--- src/rtl/serial_adder_ctrl.sv ---
// Bit-serial adder: one full-adder cell stepped LSB-first over WIDTH cycles,
// with registered sum/carry-out/overflow and a one-cycle done pulse.
module serial_adder_ctrl #(
    parameter int WIDTH = 8
) (
    input  logic             clk,
    input  logic             rst_n,
    input  logic             start,
    input  logic [WIDTH-1:0] a,
    input  logic [WIDTH-1:0] b,
    input  logic             cin,
    output logic             busy,
    output logic             done,
    output logic [WIDTH-1:0] sum,
    output logic             cout,
    output logic             ovf
);

    localparam int CW = $clog2(WIDTH);
    localparam logic [CW-1:0] CNT_PRE  = CW'(WIDTH - 2);
    localparam logic [CW-1:0] CNT_LAST = CW'(WIDTH - 1);

    typedef enum logic [1:0] {IDLE, RUN, DONE} state_t;

    state_t           state;
    logic [WIDTH-1:0] a_sr;
    logic [WIDTH-1:0] b_sr;
    logic [WIDTH-1:0] s_sr;
    logic             carry;
    logic             cmsb;
    logic [CW-1:0]    cnt;

    logic fa_s;
    logic fa_co;

    assign fa_s  = a_sr[0] ^ b_sr[0] ^ carry;
    assign fa_co = (a_sr[0] & b_sr[0]) | (carry & (a_sr[0] ^ b_sr[0]));

    // NOTE: every register below is state, so only non-blocking assignments are used;
    // the shift registers are small flops (not a memory) and are cleared on reset.
    always_ff @(posedge clk) begin
        if (!rst_n) begin
            state <= IDLE;
            a_sr  <= '0;
            b_sr  <= '0;
            s_sr  <= '0;
            carry <= 1'b0;
            cmsb  <= 1'b0;
            cnt   <= '0;
            busy  <= 1'b0;
            done  <= 1'b0;
            sum   <= '0;
            cout  <= 1'b0;
            ovf   <= 1'b0;
        end else begin
            done <= 1'b0;
            case (state)
                IDLE: begin
                    if (start) begin
                        a_sr  <= a;
                        b_sr  <= b;
                        s_sr  <= '0;
                        carry <= cin;
                        cnt   <= '0;
                        busy  <= 1'b1;
                        state <= RUN;
                    end
                end
                RUN: begin
                    a_sr  <= a_sr >> 1;
                    b_sr  <= b_sr >> 1;
                    s_sr  <= {fa_s, s_sr[WIDTH-1:1]};
                    carry <= fa_co;
                    cnt   <= cnt + 1'b1;
                    // Carry out of bit WIDTH-2 is the carry into the MSB.
                    if (cnt == CNT_PRE) begin
                        cmsb <= fa_co;
                    end
                    if (cnt == CNT_LAST) begin
                        sum   <= {fa_s, s_sr[WIDTH-1:1]};
                        cout  <= fa_co;
                        ovf   <= cmsb ^ fa_co;
                        done  <= 1'b1;
                        state <= DONE;
                    end
                end
                DONE: begin
                    busy  <= 1'b0;
                    state <= IDLE;
                end
                default: begin
                    busy  <= 1'b0;
                    state <= IDLE;
                end
            endcase
        end
    end

endmodule

--- config.mk ---
export PLATFORM = sky130hd
export DESIGN_NAME = serial_adder_ctrl
export DESIGN_NICKNAME = d
export VERILOG_FILES = /design/src/rtl/serial_adder_ctrl.sv
export SDC_FILE = /design/constraint.sdc
export NUM_CORES = 1
export LEC_CHECK = 0
export ABC_AREA = 1
export CORE_MARGIN = 3
export CORE_UTILIZATION = 30
export CTS_CLUSTER_DIAMETER = 50
export DETAILED_ROUTE_END_ITERATION = 7
export GPL_TIMING_DRIVEN = 0
export SETUP_SLACK_MARGIN = 0.4
export SYNTH_ARGS = -nofsm -noshare
export SYNTH_HDL_FRONTEND = slang
export SYNTH_SLANG_ARGS = --single-unit
--- constraint.sdc ---
create_clock -name clk -period 2 [get_ports clk]
set_clock_uncertainty 0.1 [all_clocks]
set_input_delay 0.2 -clock clk [delete_from_list [all_inputs] [get_ports clk]]
set_output_delay 0.2 -clock clk [all_outputs]
set_load 0.02 [all_outputs]
==> reports/qor.yml <==
status:
  status: "complete, no violations"
global_routing:
  antenna_found_initial: 0
  grt_pass1_vias: 1453
  overflow: 0
  grt_pass1_wl_mm: 6.89
  grtUsageTotal: 0.114
  grt_max_degree: 13
drt:
  wl_per_cell_um: 10.7
  vias: 1704
  drt-vias-per-instance: 4.37
  routed_wl_mm: 4.19
  drtIter0Drc: 55
  postRouteAntennaNets: 0
  firstDrtPassIters: 4
  drc: 0
logic_synthesis:
  yosys-mux-area-fraction: 0
  synth_edf_count: 0
  synth_area_um2: 1970
  synth.avg_cell_area_um2: 7.14
  synthCells: 276
  netlist.area_leader.share: 0.427
  synthSimpleGateAreaFrac: 0.378
  yosys_warnings: 0
  yosys.area.top_type: "dfxtp_1"
  syn_nets: 300
  synth_xor_area_frac: 0.00445
  synth_top_family_by_area: "simple AND/OR/NAND/NOR gates"
  synth_compound_area_frac: 0.0661
  synth_fa_ha_area_frac: 0.0292
  ys_seq_area_frac: 0.427
  synth.area.top_cells: "dfxtp_1 43%, nand2_1 18%, nor2_1 8.2%"
  ys_seq_elements: 42
  synthArstFlopShare: 0
  synth_cell_types: 24
  synthFlopType: "dfxtp_1"
timing:
  fin_crit_ns: 1.54
  maxSlewViolCount: 0
  hold_violations: 0
  finalCritPeriodShare: 0.772
  setup_tns_ns: 0
  setup_viol_count_final: 0
  fmax_ghz: 0.648
  slew-limit-headroom: 0.687
  rsz0062_at_grt: "no"
  max_slew.worst_pin.slew_ns: 0.469
layout:
  fill_cells: 649
  area_growth_pct: 25.2
  layout.nets: 338
  antenna_cells: 0
  stdcell_area_um2: 2460
  drive_gt1_frac: 0.156
cts:
  cts_tree: "built"
  cts_buffer_depth: 2
  htreeDepth: 2
  post_cts_resized: 0
  clk_latency_ns: 0.29
  root_buffer: "clkbuf_8"
  postCtsSetupBuffers: 0
  cts.clk_slew.worst_paths_ns: 0.07
  cts_buffers: 5
  hold_buffers: 0
  clock-sinks: 42
worst_hold_path:
  hp-class: "reg2reg"
placement:
  placed_area_um2: 2370
  portBuffers: 31
  dp_hpwl_mm: 3.04
  gp_congestion: 0.725
critical_path:
  cp_slowest_cell: "clkdlybuf4s50_1"
  cpPeakStageDelay_ns: 0.61
  critPathMaxFanout: 2
  crit_family: "buffers and inverters"
  cp-end-kind: "output pin"
  crit_buf_inv: 1
  crit_chain: "clkdlybuf4s50_1"
  critPathRequiredTime_ns: 1.70
  arrival_ns: 1.24
  crit_type: "reg2out"
  cp-start-kind: "flop"
pwr:
  vdd_drop_max_uv: 327
  leakagePower_nw: 1.11
  p_per_area_nw_per_um2: 697
floorplan:
  die_h_um: 87.0
  die-area_um2: 7570
  core_area_um2: 6130
  start_util: 0.321
  rows: 28
  fp.dieW_um: 87.0
  pin_count: 32
job:
  cap_violations: 0
report_power, final:
group          internal, mW  total (mW)  switching [mW]  leakage (nW)
combinational         0.119       0.267           0.149         0.723
clock                 0.279       0.555           0.277        0.0482
sequential            0.874       0.896          0.0217         0.343
total                  1.27        1.72           0.447          1.11
final timing paths:
check	from	endpoint	slack, ns	cells after the start
hold / removal	sum[1]	sum[1]	0.37	2
setup reg to reg	cnt[1]	sum[0]	0.61	6
setup / recovery	busy	busy	0.46	1
hold reg to reg	sum[1]	sum[1]	0.37	2
cells in the mapped netlist, types with 2 or more instances:
master / number
inv_1: 21
buf_4: 4
ha_1: 3
nand3_1: 25
buf_6: 2
nand2_2: 12
inv_2: 2
a21oi_2: 11
dfxtp_1: 42
nor2_1: 43
buf_2: 6
nand2_1: 93
stage by stage:
stage	utilization	worst slack, ns	hold slack (ns)	power [mW]	std cells
2_1_floorplan	-	0.734	0.276	1.10	276
3_3_place_gp	0.387	0.213	0.360	1.18	382
3_5_place_dp	0.387	0.222	0.361	1.19	382
4_1_cts	0.402	0.440	0.374	1.75	390
5_1_grt	0.402	0.414	0.385	1.82	390
6_report	0.402	0.456	0.370	1.72	390
registers in the layout (all words and copies together) (netlist names):
register  count
a_sr          8
b_sr          8
sum           8
s_sr          7
cnt           3
state         2
busy          1
carry         1
cmsb          1
cout          1
done          1
ovf           1
final cells by class:
cell class	count	area, um2	share of cell area
clock buffers	7	86.3	0.0350
well taps	75	93.8	0.0381
flip-flops and latches	42	841	0.341
plain buffers	14	101	0.0411
clock inverters	1	5.00	0.00203
inverters	23	86.3	0.0350
multi-input cells	197	941	0.382
repair buffers	31	310	0.126
routing by layer:
layer	vias up	share of wire	track usage
met5	-	0	0
met4	0	0.011	0.0297
met3	4	0.043	0.0227
met2	35	0.45	0.173
met1	745	0.50	0.165
li1	920	-	-
cells in the final DEF (no fill, tap or decap), drive strengths merged:
cell	count
clkdlybuf4s50	31
clkbuf	8
inv	23
ha	3
buf	13
nand3	25
dfxtp	42
nand2	106
fa	1
o21a	1
o21ai	2
nor2	45
a21oi	12
clkinv	1
nor3	1
xor2	1
logic make-up after synthesis:
logic type	after synthesis
AOI/OAI and AO/OA	15
xor gates and xnor gates	1
adders and majority gates	4
buffers and inverters	37
DFF	42
and+or+nand+nor	177
(Power assumes the default switching activity.)
